--- config.mk ---
export PLATFORM = sky130hd
export DESIGN_NAME = color_cmd_gen
export DESIGN_NICKNAME = d
export VERILOG_FILES = /design/src/rtl/color_cmd_pkg.sv /design/src/rtl/color_btn_sync.sv /design/src/rtl/color_cmd_gen.sv
export SDC_FILE = /design/constraint.sdc
export NUM_CORES = 1
export LEC_CHECK = 0
export ABC_AREA = 0
export CAP_MARGIN = 25
export CORE_ASPECT_RATIO = 0.6
export CORE_UTILIZATION = 30
export DETAILED_ROUTE_END_ITERATION = 10
export GPL_ROUTABILITY_DRIVEN = 0
export GPL_TIMING_DRIVEN = 0
export HOLD_SLACK_MARGIN = 0.02
export PLACE_DENSITY = 0.49
export SLEW_MARGIN = 10
export SYNTH_ARGS = -nofsm -noshare
export SYNTH_HDL_FRONTEND = slang
export SYNTH_SLANG_ARGS = --single-unit
--- constraint.sdc ---
create_clock -name clk -period 1.8 [get_ports clk]
set_input_delay 0.45 -clock clk [delete_from_list [all_inputs] [get_ports clk]]
set_output_delay 0.45 -clock clk [all_outputs]
set_load 0.02 [all_outputs]
--- src/rtl/color_cmd_pkg.sv ---
// Shared types for the Color FSM command path: command encoding and generator states.
package color_cmd_pkg;

    typedef enum logic [1:0] {
        CmdHold   = 2'h0,
        CmdToggle = 2'h1
    } Cmd_t;

    typedef enum logic [2:0] {
        Idle,
        Debounce,
        Fire,
        Held,
        Release
    } CmdGen_state;

    function automatic int unsigned max_u(input int unsigned a, input int unsigned b);
        return (a > b) ? a : b;
    endfunction

endpackage

--- src/rtl/color_btn_sync.sv ---
// Two-flop synchronizer for the raw push-button level, cleared by synchronous reset.
module color_btn_sync (
    input  logic clk,
    input  logic rst,
    input  logic d,
    output logic q
);

    logic meta;

    always_ff @(posedge clk) begin
        if (rst) begin
            meta <= 1'b0;
            q    <= 1'b0;
        end else begin
            meta <= d;
            q    <= meta;
        end
    end

endmodule

--- src/rtl/color_cmd_gen.sv ---
// Debounced push-button to one-cycle toggle command generator with optional auto-repeat.
// Define COLOR_CMD_SYNC_EN to insert a 2-flop synchronizer on btn.
module color_cmd_gen
    import color_cmd_pkg::*;
#(
    parameter int unsigned DEBOUNCE_CYCLES = 4,
    parameter int unsigned REPEAT_CYCLES   = 8,
    parameter int unsigned COUNT_W         = 8
) (
    input  logic               clk,
    input  logic               rst,
    input  logic               enable,
    input  logic               btn,
    output logic [1:0]         cmd,
    output logic [COUNT_W-1:0] toggle_count
);

    localparam int unsigned CNT_W = $clog2(max_u(DEBOUNCE_CYCLES, REPEAT_CYCLES) + 1);
    localparam logic [CNT_W-1:0] DEB_LAST = CNT_W'(DEBOUNCE_CYCLES - 1);
    localparam logic [CNT_W-1:0] REP_LAST = CNT_W'(REPEAT_CYCLES - 1);
    localparam bit REPEAT_ON = (REPEAT_CYCLES != 0);

    logic btn_s;

`ifdef COLOR_CMD_SYNC_EN
    color_btn_sync u_sync (
        .clk (clk),
        .rst (rst),
        .d   (btn),
        .q   (btn_s)
    );
`else
    assign btn_s = btn;
`endif

    CmdGen_state       state, state_nxt;
    logic [CNT_W-1:0]  timer, timer_nxt;
    logic [COUNT_W-1:0] count_nxt;

    always_ff @(posedge clk) begin
        if (rst) begin
            state        <= Idle;
            timer        <= '0;
            toggle_count <= '0;
        end else begin
            state        <= state_nxt;
            timer        <= timer_nxt;
            toggle_count <= count_nxt;
        end
    end

    // Next-state: enable low parks the FSM; Fire is a single-cycle pulse state.
    always_comb begin
        state_nxt = state;
        timer_nxt = timer;
        count_nxt = toggle_count;
        if (!enable) begin
            state_nxt = Idle;
            timer_nxt = '0;
        end else begin
            case (state)
                Idle: begin
                    if (btn_s) begin
                        state_nxt = Debounce;
                        timer_nxt = '0;
                    end
                end
                Debounce: begin
                    if (!btn_s) begin
                        state_nxt = Idle;
                        timer_nxt = '0;
                    end else if (timer == DEB_LAST) begin
                        state_nxt = Fire;
                    end else begin
                        timer_nxt = timer + CNT_W'(1);
                    end
                end
                Fire: begin
                    count_nxt = toggle_count + COUNT_W'(1);
                    state_nxt = Held;
                    timer_nxt = '0;
                end
                Held: begin
                    if (!btn_s) begin
                        state_nxt = Release;
                        timer_nxt = '0;
                    end else if (REPEAT_ON && (timer == REP_LAST)) begin
                        state_nxt = Fire;
                    end else begin
                        timer_nxt = timer + CNT_W'(1);
                    end
                end
                Release: begin
                    // A high sample here is release bounce: rejoin Held without a new toggle.
                    if (btn_s) begin
                        state_nxt = Held;
                        timer_nxt = '0;
                    end else if (timer == DEB_LAST) begin
                        state_nxt = Idle;
                        timer_nxt = '0;
                    end else begin
                        timer_nxt = timer + CNT_W'(1);
                    end
                end
                default: begin
                    state_nxt = Idle;
                    timer_nxt = '0;
                end
            endcase
        end
    end

    // Decoded from the state register only; enable masks a coinciding Fire cycle.
    assign cmd = ((state == Fire) && enable) ? CmdToggle : CmdHold;

endmodule

==> parameters.txt <==
Parameter                              Value

Worst setup path
  Worst EP arrival ... around 1.3 ns
  Worst r2r src ... timer[0]
  Longest individual stage delay on the worst path ... approximately 0.30 ns
  Startpoint of the most critical setup path ... state[1]
  CP Class ... register to primary output
  Setup crit start kind ... register
  Cell with the biggest individual delay on the critical path ... dfxtp_1
  Critical path endpoint category ... primary output
  Cell depth of the worst flop-to-flop path ... 5
  Series of cell instances along the critical path ... clkbuf_4 > nor4bb_2 > buf_4 > buf_6
  Critical Path End ... cmd[0]
  Data required time of the critical path ... roughly 1.4 ns
  Reg2reg setup slack ... ~0.11 ns
  Reg-to-Reg End ... timer[0]
  Largest fanout on the critical path ... 10

Global route
  First-pass GRT wire length ... between 2 and 3 mm
  Number of antenna violations at the first check in global routing ... 0
  Overflow left after global routing ... 0
  Pin count of the biggest net entering global routing ... 11
  Global-route total usage across every layer ... 0.129
  Number of global-route vias before repair ... 590

Logic synthesis
  Distinct cells, synth ... 37
  Yosys warns ... 0
  Post-Synthesis Cell Area ... a little over 800 sq um
  Number of flip-flops and latches in the synthesized netlist ... 15
  Synthesized netlist cell count ... 97
  Register area share after synthesis ... 0.361
  Share of the synthesized area in the top cell type ... 0.361
  Leading post-synthesis cells by cell area ... dfxtp_1 (36%), xor2_1 (6.3%), nor2_1 (5.0%)
  Mapped Avg Cell Area ... between 8 and 9 sq um
  Mapped Nets ... slightly above 100
  Cell accounting for the most synthesized area ... dfxtp_1

Clocking
  Clock Path Buffers ... 2
  Clock buffer count from CTS ... 3
  Clock transition at path regs ... ~0.060 ns
  TritonCTS Sinks ... 15
  Worst-skew pair later-pin latency ... around 0.24 ns
  TritonCTS clock tree ... built
  Number of H-tree levels ... 1
  Root Driver ... clkbuf_8

Drt
  Overall via count from detail_route ... 714
  DR pass1 iterations ... 4
  DRC violation total after the first TritonRoute iteration ... 42
  Number of antenna-violating nets in the routed design ... 0
  Drt wl/cell ... 12.3 microns
  Final Routed Wirelength ... around 1.8 mm
  DRC violation count after routing ... 0
  Average via count per standard cell ... slightly below 5

Timing
  Endpoints failing hold ... 0
  Final-report max-slew violation count ... 0
  Period Utilization, post-route ... 0.965
  RSZ-0062 raised after global routing ... false
  Slew HR ... 0.663
  Slew at the pin closest to its max-slew limit ... ~0.50 ns
  Final worst-path setup slack ... around 0.063 ns
  Fmax achieved ... ~580 MHz
  Minimum clock period ... 1.74 ns
  Clock Skews ... between 0.002 and 0.003 ns
  Final-report setup violation count ... 0

Power
  Standby leakage power ... roughly 0.41 nW
  Pwr Density ... approximately 600 mW/mm^2
  Largest vdd supply drop ... 356 uV

Finish
  Net count, final ... between 100 and 150
  Finished layout cell area ... around 0.0011 sq mm
  Number of antenna repair diodes ... 0
  Relative area change from synthesis to final layout ... 28.0%
  Post-layout util ... 0.416
  Layout fillers ... 267
  Share of final-layout standard cells stronger than drive strength 1 ... 0.168

Floorplan
  # rows ... 14
  Height of the die ... 42.8 microns
  I/O pins ... 14
  Area of the placeable core ... 0.00256 sq mm
  Area of the die ... around 0.003 sq mm
  Initial cell density of the core ... 0.325
  Horizontal extent of the die ... 69.9 microns

Place
  Placed instance area ... 981 sq um
  Dpl hpwl ... between 1 and 1.5 mm
  Port bufs ... 11
  Post-placement worst setup slack ... -0.727 ns

Run status
  Run status ... complete, no violations

Flow run
  Max Cap Violations ... 0

Worst hold path
  Worst min-delay path class ... register to register
-- worst max-delay path: cells and delay by family, from the launching register on --
kind          cells  cell delay, ns
flops             1            0.30
buf+inv           3            0.46
simple gates      1            0.29
-- state kept, by name, summed over array words and instances, names as in the netlist --
signal and flops:
toggle_count 8, timer 4, state 3
-- metrics by stage --
step                      TNS [ns]  hold slack, ns  power, mW  std cells
after global placement       -2.65           0.486      0.378        140
after CTS                        0           0.515      0.649        145
after detailed placement     -2.90           0.506      0.378        140
after floorplan                  0           0.467      0.367         97
final                            0           0.515      0.635        145
after global routing             0           0.540      0.675        145
-- layout make-up --
cell class                 instances  area (sq um)  share of cell area
tap                               32          40.0              0.0376
multi-input combinational         74           507               0.476
sequential                        15           300               0.282
clock buffer                       4          45.0              0.0424
buffer                             8          51.3              0.0482
timing repair buffer              12           120               0.113
-- routing by layer --
layer / vias up / GRT usage / part of all wire / wire length (microns)
li1: 370 / - / - / -
met1: 328 / 0.205 / 0.58 / 1040
met2: 14 / 0.140 / 0.36 / 640
met3: 2 / 0.0594 / 0.056 / 100
met4: 0 / 0.0360 / 0.0045 / 8
met5: - / 0 / 0 / 0
-- kinds of logic (layout without fill, tap and decap cells) --
kind of cell / count (synthesis) / in the layout / share of synthesized area
other: 1 / 1 / 0.00451
adders and majority gates: 2 / 2 / 0.0301
xor gates and xnor gates: 7 / 7 / 0.0738
DFF: 15 / 15 / 0.361
muxes: 1 / 1 / 0.0120
buffers and inverters: 8 / 24 / 0.0542
AOI/OAI and AO/OA: 18 / 18 / 0.145
and+or+nand+nor: 45 / 45 / 0.319
-- cells in the mapped netlist (all sizes together) --
cell    number
xor2         6
nor4bb       1
nand4        4
nand3b       1
o21ai        3
nor3         2
nor2        11
a211oi       1
and2         1
a31o         1
or3b         1
nor3b        1
o22ai        2
and3         3
nand3        2
nor4         3
clkbuf       3
a221oi       1
dfxtp       15
o21bai       1
nand2b       5
a31oi        1
nor2b        3
nand2        5
mux2i        1
a21oi        5
conb         1
ha           2
xnor2        1
and2b        1
buf          5
a21boi       2
or2b         1
a32oi        1
-- timing repair --
action / 4_1_cts / 5_1_grt
hold buffers: 0 / 0
resized for setup: 11 / 5
pin swaps: 1 / 0
endpoints found under the setup margin: 5 / 6
buffers inserted: 1 / 0
-- cells in the final DEF (no fill, tap or decap), types with 4 or more instances in the layout --
cell type	instances
clkdlybuf4s50_1	8
dfxtp_1	15
nand4_1	4
a21oi_1	5
nand2b_1	5
nand2_1	5
xor2_1	6
nor2_1	11
-- power by group --
group          switching [mW]  internal, mW  leakage (nW)
clock                   0.107         0.156        0.0228
sequential            0.00133         0.334         0.121
combinational          0.0232        0.0135         0.262
total                   0.131         0.504         0.406
-- worst min path at each step --
stage | startpoint | end | depth (start not counted)
finish | timer[1] | timer[1] | 2
global route | timer[1] | timer[1] | 2
CTS | timer[1] | timer[1] | 2
detailed placement | timer[1] | timer[1] | 2
global placement | timer[1] | timer[1] | 2
floorplan | timer[1] | timer[1] | 2
Power figures use the tool's default switching activity.
==> patch, RTL diff (same flow settings) <==
The parameter `DEBOUNCE_CYCLES` goes from 4 to 8.
--- a/src/rtl/color_cmd_gen.sv
+++ b/src/rtl/color_cmd_gen.sv
@@ -3,7 +3,7 @@
 module color_cmd_gen
     import color_cmd_pkg::*;
 #(
-    parameter int unsigned DEBOUNCE_CYCLES = 4,
+    parameter int unsigned DEBOUNCE_CYCLES = 8,
     parameter int unsigned REPEAT_CYCLES   = 8,
     parameter int unsigned COUNT_W         = 8
 ) (
Formal check against the unedited RTL: not equivalent (Yosys sat finds a counterexample within 10 cycles, from zero or initial values and one cycle with rst high).
==> patch against the original RTL <==
  * Via count rose by 3.5%
  * Non-clock buffer count fell by 3
  * Wire length increased by 3.7%
  * Clock skew grew 0.00078 ns
  * Die area shrank 1.9%
  * Count of clock-buffer cells in the layout unchanged
  * Global-route usage up 0.75 points
  * Setup slack lost 0.034 ns
  * Sequential cell count unchanged
  * Power grew 3.1%
  * Final area shrank 3.5%
  * Synthesized area is 2.0% lower
  * Synthesized cell count decreased by 3.1%
  * Critical endpoint is now toggle_count[2]
==> patch: results (changes against the original RTL) <==
* Worst Clk Skew: 0.00372 ns (+0.000777 ns)
- The instance count along the most critical hold path was 2 (unchanged).
- The synthesized area per cell is 8.67 sq um (+1.2%).
* Number of port buffers: 12 (+1)
* Static leakage power: 0.343 nW (-15%)
- Number of max-slew violations in the final report: 0 (unchanged)
- The maximum net fanout on the critical path was 6 (-4).
- Reg-to-reg startpoint: state[0]
- The data arrival time of the critical path was 1.32 ns (+0.03 ns).
- The slowest stage of the critical path belongs to the cell sky130_fd_sc_hd__clkdlybuf4s50_1.
- Worst R2R Path Depth: 6 (+1)
- The clock reaches the later pin of the worst-skew pair after 0.25 ns.
- Drt first-iter violations: 29 (-31%)
* Top cells by count, synth: sky130_fd_sc_hd__dfxtp_1, sky130_fd_sc_hd__nand2_1, sky130_fd_sc_hd__a21oi_1
- Clock tree from TritonCTS: built
- The largest net degree at the start of global routing is 11 (unchanged).
* Vias in the first global route: 615 (+4.2%)
- The HPWL after detailed placement came to 1330 um (+0.41%).
* Max Clock Freq: 565 MHz (-1.9%)
* R2R Path End: toggle_count[4]
- The largest buffer count on any clock path came to 2 (unchanged).
* Slack of the worst reg-to-reg path: 0.20 ns (+0.09 ns)
- Antenna violations before repair: 0 (unchanged)
- The number of warnings reported in the yosys synthesis log came to 0 (unchanged).
- Total gr overflow: 0 (unchanged)
- Share of synthesized area occupied by flip-flops and latches: 36.9% (+0.72 points)
* TritonCTS Buffers: 3 (unchanged)
- Syn nets: 100 (-2.9%)
* Netlist cell types: 34 (-8.1%)
* Hold wc startpoint: timer[1]
- Flip-flop cell with the highest count after synthesis: sky130_fd_sc_hd__dfxtp_1
- DR vias: 739 (+3.5%)
- The async set or reset register ratio after synthesis is 0% (unchanged).
* Dominant cells by area after synthesis: sky130_fd_sc_hd__dfxtp_1, sky130_fd_sc_hd__a21oi_1, sky130_fd_sc_hd__nand2_1
* Global routing usage summed across all routing layers: 13.6% (+0.75 points)
* Largest delay share family, worst path: buffers and inverters
- The pre-CTS setup slack was -0.695 ns (+0.0312 ns).
- The tree is rooted in a sky130_fd_sc_hd__clkbuf_8.
- The share of final-layout standard cells stronger than drive strength 1 came to 13.5% (-3.3 points).
- The worst hold slack was 0.490 ns (-0.0248 ns).
- Worst stage delay on the critical path: 0.64 ns (+0.34 ns)
- The wire length of the first global-routing pass came to 3000 um (+3.1%).
- The length of the first detailed-routing pass in iterations came to 4 (unchanged).
* Count of fill cells added during filler insertion: 258 (-3.4%)
- Worst IR Drop VDD: 0.000361 V (+1.2%)
* Clk slew on worst S/H paths: 0.06 ns (about the same)
* H-tree levels: 1 (unchanged)
- Outcome: complete, no violations
- The antenna cell count was 0 (unchanged).
- Regs by FF count: toggle_count (8), timer (4), state (3)
- The number of nets in the final layout came to 118 (-1.7%).
* Per-cell routed wire length: 13.0 um (+5.1%)
- The path with the worst hold slack has its endpoint at timer[1].
-- patch: changes by cell type after synthesis, sizes merged, moves of 4 or more --
cell    delta
nand3      +4
inv        +5
nand2b     -4
xor2       -5
o31ai      +4
a21oi      +4
nor2       -8
or4        +4
nand2      +5
-- patch: final cells by class --
type / count / area share (%)
inverter: 5 / 1.83
buffer: 4 / 4.02
timing repair buffer: 13 / 12.1
sequential: 15 / 29.5
tap: 32 / 3.90
clock buffer: 4 / 4.39
multi-input combinational: 70 / 44.3
-- patch: what timing repair did --
item,in CTS,in global routing
setup buffers,0,1
setup endpoints to repair,2,1
hold buffers,0,0
cloned,0,0
gates resized for setup,7,2
endpoints found under the hold margin,0,0
-- patch: cells by family (layout without fill, tap and decap cells) --
family                   after synthesis  count (layout)  synth area share [%]
XOR/XNOR                               2               2                  2.15
multiplexers                           1               1                  1.38
adder cells (fa/ha/maj)                2               2                  3.07
buffers and inverters                  9              26                  7.37
AO/OA/AOI/OAI                         24              24                  18.1
AND/OR/NAND/NOR                       40              40                  30.6
flip-flops                            15              15                  36.9
other                                  1               1                 0.460
-- patch: how the worst max path moves through the flow --
stage / start / end / depth (start not counted)
after floorplan: state[0] / toggle_count[7] / 5
after global placement: enable / cmd[0] / 5
after detailed placement: enable / cmd[0] / 5
after CTS: state[0] / cmd[0] / 5
after global routing: toggle_count[2] / toggle_count[2] / 1
final: toggle_count[2] / toggle_count[2] / 1
-- patch: metal layers --
metal  part of all wire [%]  vias to the layer above  global-route usage, %
met2                     37                       13                   18.4
met4                    1.0                        0                   4.90
li1                       -                      379                      -
met1                     58                      345                   19.4
met3                    3.6                        2                   5.05
met5                      0                        -                      0
-- patch: per-stage QoR --
step	instances	power (W)	TNS (ns)	instance area, sq um	util, %
after floorplan	94	0.000369	0	815	-
after global placement	138	0.000385	-1.56	975	38.4
after detailed placement	138	0.000385	-1.50	975	38.4
after CTS	142	0.000667	0	1020	40.0
after global routing	143	0.000690	0	1030	40.4
final	143	0.000655	0	1030	40.4
-- patch: power by group --
group	switching [W]	internal [W]	leakage (nW)
logic	0.0000230	0.0000194	0.198
clock network	0.000121	0.000157	0.0228
registers	0.000000857	0.000333	0.122
